==> config.mk <==
export PLATFORM = sky130hd
export DESIGN_NAME = ram_data_arbiter
export DESIGN_NICKNAME = d
export VERILOG_FILES = /design/src/rtl/ram_data_arbiter.sv
export SDC_FILE = /design/constraint.sdc
export NUM_CORES = 1
export LEC_CHECK = 0
export ABC_AREA = 1
export CAP_MARGIN = 20
export CORE_AREA = 2 2 121 123
export CTS_BUF_LIST = sky130_fd_sc_hd__clkbuf_8
export CTS_CLUSTER_DIAMETER = 120
export DETAILED_ROUTE_END_ITERATION = 16
export DIE_AREA = 0 0 123 125
export MAX_ROUTING_LAYER = met4
export SYNTH_ARGS = -nofsm -noshare
export SYNTH_HDL_FRONTEND = slang
export SYNTH_SLANG_ARGS = --single-unit
==> constraint.sdc <==
create_clock -name clk -period 4 [get_ports clk]
set_input_delay 1 -clock clk [delete_from_list [all_inputs] [get_ports clk]]
set_output_delay 1 -clock clk [all_outputs]
set_load 0.03 [all_outputs]
==> src/rtl/ram_data_arbiter.sv <==
// Two-requester arbiter for the unified RAM data port: m0 is the CPU LSU, m1 the loader/debug port.
// The RAM read has one cycle of latency, and each response is sent back to the requester that issued it.
module ram_data_arbiter #(
    parameter int MEM_BYTES   = 16384,
    parameter int ROUND_ROBIN = 0,
    parameter int MAX_WAIT    = 8
) (
    input  logic        clk,
    input  logic        rst_n,
    input  logic        m0_req_valid,
    output logic        m0_req_ready,
    input  logic        m0_req_we,
    input  logic [31:0] m0_req_addr,
    input  logic [31:0] m0_req_wdata,
    input  logic [3:0]  m0_req_wstrb,
    input  logic        m0_req_lock,
    output logic        m0_rsp_valid,
    output logic [31:0] m0_rsp_rdata,
    output logic        m0_rsp_err,
    input  logic        m1_req_valid,
    output logic        m1_req_ready,
    input  logic        m1_req_we,
    input  logic [31:0] m1_req_addr,
    input  logic [31:0] m1_req_wdata,
    input  logic [3:0]  m1_req_wstrb,
    input  logic        m1_req_lock,
    output logic        m1_rsp_valid,
    output logic [31:0] m1_rsp_rdata,
    output logic        m1_rsp_err,
    output logic [31:0] ram_addr,
    output logic        ram_read,
    output logic        ram_write,
    output logic [3:0]  ram_wstrb,
    output logic [31:0] ram_wdata,
    input  logic [31:0] ram_rdata
);

    logic [1:0]  valid;
    logic        gnt_any;
    logic        gnt_id;
    logic        sel_we;
    logic        sel_lock;
    logic [31:0] sel_addr;
    logic [31:0] sel_wdata;
    logic [3:0]  sel_wstrb;
    logic        in_range;

    logic        rsp_pending;
    logic        rsp_owner;
    logic        rsp_err;
    logic        rsp_is_read;
    logic        last_grant;
    logic        lock_active;
    logic        lock_owner;
    logic [7:0]  wait_cnt;
    logic [31:0] rsp_data;

    assign valid = {m1_req_valid, m0_req_valid};

    // Every grant depends on rst_n, so no request is accepted while reset is held.
    always_comb begin
        gnt_any = 1'b0;
        gnt_id  = 1'b0;
        if (rst_n) begin
            if (lock_active && valid[lock_owner]) begin
                gnt_any = 1'b1;
                gnt_id  = lock_owner;
            end else if (valid == 2'b01) begin
                gnt_any = 1'b1;
                gnt_id  = 1'b0;
            end else if (valid == 2'b10) begin
                gnt_any = 1'b1;
                gnt_id  = 1'b1;
            end else if (valid == 2'b11) begin
                gnt_any = 1'b1;
                if (ROUND_ROBIN != 0)
                    gnt_id = ~last_grant;
                else
                    gnt_id = (wait_cnt >= 8'(MAX_WAIT));
            end
        end
    end

    always_comb begin
        sel_we    = gnt_id ? m1_req_we    : m0_req_we;
        sel_lock  = gnt_id ? m1_req_lock  : m0_req_lock;
        sel_addr  = gnt_id ? m1_req_addr  : m0_req_addr;
        sel_wdata = gnt_id ? m1_req_wdata : m0_req_wdata;
        sel_wstrb = gnt_id ? m1_req_wstrb : m0_req_wstrb;
        in_range  = sel_addr < 32'(MEM_BYTES);
    end

    always_comb begin
        ram_addr  = '0;
        ram_wdata = '0;
        ram_wstrb = '0;
        ram_read  = 1'b0;
        ram_write = 1'b0;
        if (gnt_any) begin
            ram_addr  = sel_addr;
            ram_wdata = sel_wdata;
            ram_wstrb = sel_wstrb;
            ram_read  = !sel_we && in_range;
            ram_write = sel_we && in_range;
        end
    end

    assign m0_req_ready = gnt_any && !gnt_id;
    assign m1_req_ready = gnt_any && gnt_id;

    always_ff @(posedge clk) begin
        if (!rst_n) begin
            rsp_pending <= 1'b0;
            rsp_owner   <= 1'b0;
            rsp_err     <= 1'b0;
            rsp_is_read <= 1'b0;
            last_grant  <= 1'b1;
            lock_active <= 1'b0;
            lock_owner  <= 1'b0;
            wait_cnt    <= '0;
        end else begin
            rsp_pending <= gnt_any;
            if (gnt_any) begin
                rsp_owner   <= gnt_id;
                rsp_err     <= !in_range;
                rsp_is_read <= !sel_we;
                last_grant  <= gnt_id;
                lock_active <= sel_lock;
                lock_owner  <= gnt_id;
            end else if (lock_active && !valid[lock_owner]) begin
                lock_active <= 1'b0;
            end
            if (ROUND_ROBIN == 0 && m1_req_valid && !(gnt_any && gnt_id)) begin
                if (wait_cnt != 8'hFF)
                    wait_cnt <= wait_cnt + 8'd1;
            end else begin
                wait_cnt <= '0;
            end
        end
    end

    // Writes and errors return zero data, so stale ram_rdata never reaches a requester.
    assign rsp_data = (rsp_is_read && !rsp_err) ? ram_rdata : '0;

    assign m0_rsp_valid = rst_n && rsp_pending && !rsp_owner;
    assign m1_rsp_valid = rst_n && rsp_pending && rsp_owner;
    assign m0_rsp_rdata = m0_rsp_valid ? rsp_data : '0;
    assign m1_rsp_rdata = m1_rsp_valid ? rsp_data : '0;
    assign m0_rsp_err   = m0_rsp_valid && rsp_err;
    assign m1_rsp_err   = m1_rsp_valid && rsp_err;

endmodule

== After elaboration in Yosys (flattened, before gate mapping) ==
Index checks and enable logic that the tools add are counted.
Widths: inputs -> output; s select.
Storage, ports and cells
  register bits after elaboration: 13
  logic and storage cells: 63
Cells by class
  equality and inequality tests: 4
  $add $sub $neg: 1
  reduce and logical (&&, ||, !) cells: 22
  muxes and demuxes: 27
  order comparisons: 3
Operator list (count)
  $mux 32: 7
  $lt 32x15->1 const B: 1
  $mux 1: 18
  $logic_and 1x1->1: 13
  $add 8x1->8 const B: 1
  $ge 8x4->1 const B: 1
  $mux 4: 2
  $ne 8x8->1 const B: 1
  $logic_not 1->1: 7
  $eq 2x2->1 const B: 2
  $eq 2x1->1 const B: 1
  $lt 1x2->1 const B: 1
  $reduce_and 2->1: 1
  $reduce_bool 2->1: 1

== Depth between registers and ports, before layout ==
Gate-level depths: netlist (run 1).
  depth in word-level cells: 10
  mapped depth: 13
  depth with buffers taken out: 12

== Least setup slack after synthesis (run 1) ==
No wires, ideal clock.
  path type: input to output
  start: input port rst_n
  end: output port m1_rsp_rdata[22]
  arrival: 2.941 ns
  cell stages on the path: 5
  path buffers: 1
  setup slack: 0.059 ns
  required time: 3.000 ns
  cells stage by stage: inv_1 nor3_1 inv_1 clkbuf_1 nor3_1
Between the ends
  word-level cells in the longest chain between the ends: 3
Ends and longest elaborated chain
  start: declaration: RTL line 9  | input logic rst_n,
  $logic_and 1x1->1 (2 in a row): RTL line 146  | assign m1_rsp_valid = rst_n && rsp_pending && rsp_owner;
  via m1_rsp_valid: RTL line 27  | output logic m1_rsp_valid,
  $mux 32: RTL line 148  | assign m1_rsp_rdata = m1_rsp_valid ? rsp_data : '0;
  end: declaration: RTL line 28  | output logic [31:0] m1_rsp_rdata,
The timed path passes the listed nets, and every way through them passes these cells.

== Worst setup path after layout (run 1) ==
  start: input port m0_req_valid
  end: output port ram_write
Between the ends
  word-level cells in the longest chain between the ends: 10
Ends and longest elaborated chain
  start: declaration: RTL line 10  | input logic m0_req_valid,
  $eq 2x2->1: RTL line 74  | end else if (valid == 2'b11) begin
  $mux 1: RTL line 74
  $mux 1: RTL line 71  | end else if (valid == 2'b10) begin
  $mux 1: RTL line 68  | end else if (valid == 2'b01) begin
  $mux 1: RTL line 65  | if (lock_active && valid[lock_owner]) begin
  $mux 1: RTL line 64  | if (rst_n) begin
  $mux 32: RTL line 87  | sel_addr = gnt_id ? m1_req_addr : m0_req_addr;
  $lt 32x15->1: RTL line 90  | in_range = sel_addr < 32'(MEM_BYTES);
  $logic_and 1x1->1: RTL line 104  | ram_write = sel_we && in_range;
  $mux 1 *: RTL line 99  | if (gnt_any) begin
  end: declaration: RTL line 32  | output logic ram_write,
Every way passes the cells marked *; elsewhere a longest branch is shown, timed or not. The select of a mux whose other input is x is not followed.

==> metrics.cfg, run 1 <==
[synth]
syn-mean-instance-area_sq_um=5.83
synth_compound_area_share_pct=27.0
synth.area.top_cells=a22o_1 (21%), nor3_1 (17%), dfxtp_1 (12%)
synth_xor_area_share_pct=1.66
synthSimpleGateAreaFrac_pct=39.4
synth_common_cells=nor3_1 (70), inv_1 (67), nand2_1 (52)
yosysUniqueCellTypes=29
synth_largest_area_cell=a22o_1
yosysTopAreaCellShare_pct=21.1
post_synth_inst_count=363
synthMuxAreaShare_pct=0
yosysWarnings=0
ys_ff_latch=13
yosysMostFrequentCell=nor3_1
synth_area_sq_um=2120
synth_edf_count=0
synth_top_family_by_area=simple AND/OR/NAND/NOR gates
syn_nets=541
yosys.area_share.adder_pct=1.18
yosysSeqAreaShare_pct=12.3
synthFlopType=dfxtp_1
async_reset_ff_share_pct=0

[timing]
post-route-period-util_pct=95.8
slew_headroom_pct=71.0
worstMarginPinSlew_ps=431
clock.fmax_mhz=261
holdWs_ps=510
fin_skew_ps=1.86
rsz0062_at_grt=yes
slew_viol_final=0
setup_viol=0
hold_viol_final=0
period_needed_ps=3830
setup_ws_ps=168

[floorplanning]
rows=44
start_util_pct=14.9
coreArea_sq_um=14200
dieWidth_microns=123
io_pins=316
dieArea_sq_um=15400
die_h_microns=125

[setup_path]
worstSetupPathType=input port to output port
crit_family=simple AND/OR/NAND/NOR gates
crit_arrival_ps=2830
cp_max_fo=27
worstSetupStartpointType=input port
crit_required_ps=3000
critPathMostFrequentCell=nand2_1
max_stage_delay_ps=450
path_buf_inv=3
critPathSlowestCell=clkdlybuf4s50_1
endpoint_kind=output port
crit_path_cell_trace=clkdlybuf4s50_1 -> inv_1 -> a21oi_2 -> nand2_4 -> nand2_8 -> nand2_1 -> o21ai_2 -> nand2_1 -> nor2_1 -> nand2_1 -> nor3_1 -> buf_4

[place]
detailed_place_hpwl_microns=10700
portBuffers=315
dpl_cell_area_sq_um=5250
dp_slack_ps=65.9
gp_congestion=0.856

[routing]
wl_met3_microns=1030
drt_first_pass_iters=4
viasPerCell=4.36
wl_met2_microns=6430
dr.max_layer_used=met4
wl_met1_microns=4870
wire_per_inst_microns=14.7
drt_iter0_markers=133
vias=3711
drc=0
ant_nets=0
wl_microns=12500

[clock_tree]
insertion_delay_ps=240
clock-sinks=13
htreeDepth=1
cts_buffers=3
postCtsHoldBufs=0
clkSlewWorstSetupHoldPaths_ps=50
cts-root-buf=clkbuf_8
cts_tree=built
clock_path_buffers=2

[grt]
grt_pass1_wl_microns=17800
grt_pass1_vias=3573
track_usage_pct=14.9
antenna_found_initial=1
grt_max_degree=65
overflow=0

[pwr]
peakVddDrop_mv=0.0781
power_leakage_nw=2.51
p_total_mw=0.864
powerDensity_nw_per_um2=162

[finish]
finalInstanceArea_sq_um=5340
drive_above_1_share_pct=25.6
fin_util_pct=37.6
area_growth_pct=153
final_nets=846

[min_path]
hp-class=register to register

[status]
status=finished, final reports clean

[run]
drv_cap=0

==> layer usage <==
| metal | up-vias | GRT usage (%) |
|---|---|---|
| met4 | 0 | 3.94 |
| met3 | 10 | 1.78 |
| met2 | 201 | 27.8 |
| li1 | 1827 | - |
| met1 | 1673 | 16.5 |
| met5 | - | - |
==> final timing paths <==
| kind | from | to | slack [ps] | cells after the start |
|---|---|---|---|---|
| max reg2reg | wait_cnt[6]$_SDFFE_PN0P_ | rsp_err$_SDFFE_PN0P_ | 2300 | 12 |
| max | m0_req_valid | ram_write | 170 | 12 |
| min | rsp_err$_SDFFE_PN0P_ | rsp_err$_SDFFE_PN0P_ | 510 | 2 |
| min reg2reg | rsp_err$_SDFFE_PN0P_ | rsp_err$_SDFFE_PN0P_ | 510 | 2 |
==> what timing repair did <==
action	CTS	global route
resized for setup	0	7
setup endpoints to repair	0	5
setup buffers	0	0
==> stage by stage <==
| stage | TNS, ps | std cells |
|---|---|---|
| global route | -1.16 | 852 |
| global placement | 0 | 846 |
| floorplan | 0 | 363 |
| CTS | 0 | 850 |
| finish | 0 | 852 |
| detailed placement | 0 | 846 |
==> state kept, by name (all words and copies together) (netlist names) <==
signal and cells:
rsp_pending 1, lock_active 1, lock_owner 1, rsp_err 1, wait_cnt 8, rsp_is_read 1
==> logic make-up (layout without fill, tap and decap cells) <==
kind of cell | after synthesis | after routing
adder cells (fa/ha/maj) | 2 | 2
buffers and inverters | 97 | 401
flip-flops | 13 | 13
AND/OR/NAND/NOR | 176 | 176
XOR/XNOR | 4 | 4
AO/OA/AOI/OAI | 71 | 71
other | 0 | 1
==> final cells by class <==
cell class                 instances  area [sq um]
tap                              184           230
sequential                        13           260
timing repair buffer             328          3060
clock buffer                       3          41.3
fill                            1485          8860
inverter                          69           262
multi-input combinational        253          1490
antenna                            1          2.50
clock inverter                     1          3.75
==> placed cells by master (no fill, tap or decap) <==
master	synthesis	final
a211oi_1	1	1
a21oi_1	8	7
a21oi_2	0	1
a22o_1	51	51
a31oi_1	3	3
buf_12	0	12
buf_4	1	139
clkbuf_8	0	3
clkdlybuf4s50_1	0	177
dfxtp_1	13	13
diode_2	0	1
ha_1	2	2
inv_1	67	68
inv_2	2	1
inv_4	0	1
nand2_1	52	51
nand2_2	0	1
nand2_4	1	1
nand2_8	1	1
nand3_1	7	7
nand3b_1	10	10
nand4_1	1	1
nor2_1	31	31
nor2_4	1	1
nor3_1	70	68
nor3_2	0	2
o211ai_1	1	1
o21ai_0	2	1
o21ai_2	4	6
or2_2	2	2
xnor2_1	1	1
xor2_1	3	3
==> power by group <==
| group | switching (mW) | leakage [nW] | internal, mW |
|---|---|---|---|
| Sequential | 0.00339 | 0.106 | 0.135 |
| Combinational | 0.303 | 2.38 | 0.310 |
| Clock | 0.0447 | 0.0269 | 0.0677 |
==> worst register-to-register path, cell delays in order (launching register included) <==
cell      delay [ps]
dfxtp_1          400
nor2_1            70
nand3_1           70
nand2_1           80
nand2_4           90
buf_4            180
nand3b_1          90
nand2_1           90
nand2_1           80
nor2_1           110
nand3_1          140
nor2_1           150
nor2_1            50
No activity file was read; power rests on OpenSTA's default activity.
==> inputs of run 2 (changes only) <==
--- a/config.mk
+++ b/config.mk
@@ -13,6 +13,7 @@
 export DETAILED_ROUTE_END_ITERATION = 16
 export DIE_AREA = 0 0 123 125
 export MAX_ROUTING_LAYER = met4
+export SKIP_CTS_REPAIR_TIMING = 1
 export SYNTH_ARGS = -nofsm -noshare
 export SYNTH_HDL_FRONTEND = slang
 export SYNTH_SLANG_ARGS = --single-unit
==> results of run 2 <==
Final layout, timing and power as in run 1 (identical DEF).
==> RTL change: new RTL, config.mk and constraints of run 2 <==
Set the parameter `ROUND_ROBIN` to 1 (it was 0).
--- a/src/rtl/ram_data_arbiter.sv
+++ b/src/rtl/ram_data_arbiter.sv
@@ -3,5 +3,5 @@
 module ram_data_arbiter #(
     parameter int MEM_BYTES   = 16384,
-    parameter int ROUND_ROBIN = 0,
+    parameter int ROUND_ROBIN = 1,
     parameter int MAX_WAIT    = 8
 ) (
Behaviour: not the same (Yosys sat finds a counterexample within 4 cycles, from zero or initial values and one cycle with rst_n low).
==> RTL change against run 2 <==
Routed wire length decreased by 8.7%; final area fell by 4.1%; setup slack lost 3.7 ps; largest cell class unchanged; utilization down 1.6 points; clock power fell by 19%; via count down 9.5%; synthesized area shrank 17%; sequential cell count fell by 7; power fell by 9.5%; clock skew grew 3.1 ps.
==> RTL change: results (changes against run 2) <==
- Worst path max stage delay: 510 ps (+60 ps)
- Synthesized-area fraction occupied by adder cells: 0% (-1.2 points)
- Worst-case clock skew: 5.00 ps (+3.14 ps)
- Compound-gate portion of the synthesized area: 29.6% (+2.6 points)
- Cell Count, Final, Fillers Out: 807 (-5.3%)
- Slew at the pin with the worst max-slew slack: 377 ps (-54.4 ps)
- Placement-stage cell area: 0.00506 mm2 (-3.6%)
- Antenna violations before repair: 0 (-1)
- Average instance area after synthesis: 5.51 um2 (-5.4%)
- Antenna Diode Count: 0 (-1)
- Clock transition time at the flip-flop clock pins of the worst setup and hold paths: 30 ps (-20 ps)
- Largest cells by area after synthesis: sky130_fd_sc_hd__a22o_1 25%, sky130_fd_sc_hd__nor3_1 20%, sky130_fd_sc_hd__inv_1 13%
- Kind of cell adding the most delay to the critical path: buffers and inverters
- Worst-Skew Late Latency: 220 ps (-20 ps)
- Global-route total usage across every layer: 13.4% (-1.5 points)
- Final nets: 801 (-5.3%)
- Share of the yosys chip area belonging to registers: 6.81% (-5.5 points)
- Share of the synthesized netlist area taken by xor and xnor gates: 0% (-1.7 points)
- Result of the run: finished, final reports clean
- Final wirelength: 11400 um (-8.7%)
- Vias in the first global route: 3208 (-10%)
- Wire length on met1: 4330 um (-11%)
- Distinct cell type count after synthesis: 21 (-28%)
- Commonest cells in the synthesized netlist: 69 x sky130_fd_sc_hd__nor3_1, 63 x sky130_fd_sc_hd__inv_1, 51 x sky130_fd_sc_hd__a22o_1
- Wire length of the first global-routing pass: 15800 um (-11%)
- Met2 routed wirelength: 5900 um (-8.2%)
- Final-layout fill cell count: 1500 (+1.0%)
- Leakage component of the power: 2.45 nW (-2.4%)
- IR drop worst, VDD: 0.0614 mV (-21%)
==> RTL change: through the flow <==
step                      power, mW  util [%]  setup WS, ps
after floorplan               0.337         -          59.8
after global placement        0.691      35.6           181
after detailed placement      0.694      35.6           167
after CTS                     0.788      35.9           152
after global routing          0.827      36.1          28.4
final                         0.781      36.1           165
==> RTL change: final timing paths <==
path,from,slack [ps],end,cells after the start
worst max-delay path,m1_req_valid,160,ram_write,10
worst min-delay path,last_grant,460,last_grant,2
worst max register to register,lock_owner,2340,rsp_err,9
worst min register to register,last_grant,460,last_grant,2
==> RTL change: layer usage <==
| metal | vias up | track usage [%] |
|---|---|---|
| met3 | 7 | 2.42 |
| met4 | 0 | 2.47 |
| met2 | 189 | 25.8 |
| li1 | 1678 | - |
| met1 | 1484 | 14.0 |
| met5 | - | - |
==> RTL change: layout make-up <==
cell class	count	share of cell area (%)
Clock buffer	3	0.806
Inverter	64	4.69
Multi-Input combinational cell	222	24.8
Sequential cell	6	2.35
Tap cell	184	4.50
Timing Repair Buffer	328	62.8
==> RTL change: power breakdown <==
part | total (mW) | switching (mW) | internal (mW)
clock | 0.0902 | 0.0256 | 0.0646
sequential | 0.0678 | 0.00261 | 0.0652
combinational | 0.623 | 0.298 | 0.326
==> RTL change: cells by family after synthesis <==
| family | Yosys count |
|---|---|
| simple gates | 159 |
| buf+inv | 92 |
| compound gates | 63 |
| flops | 6 |
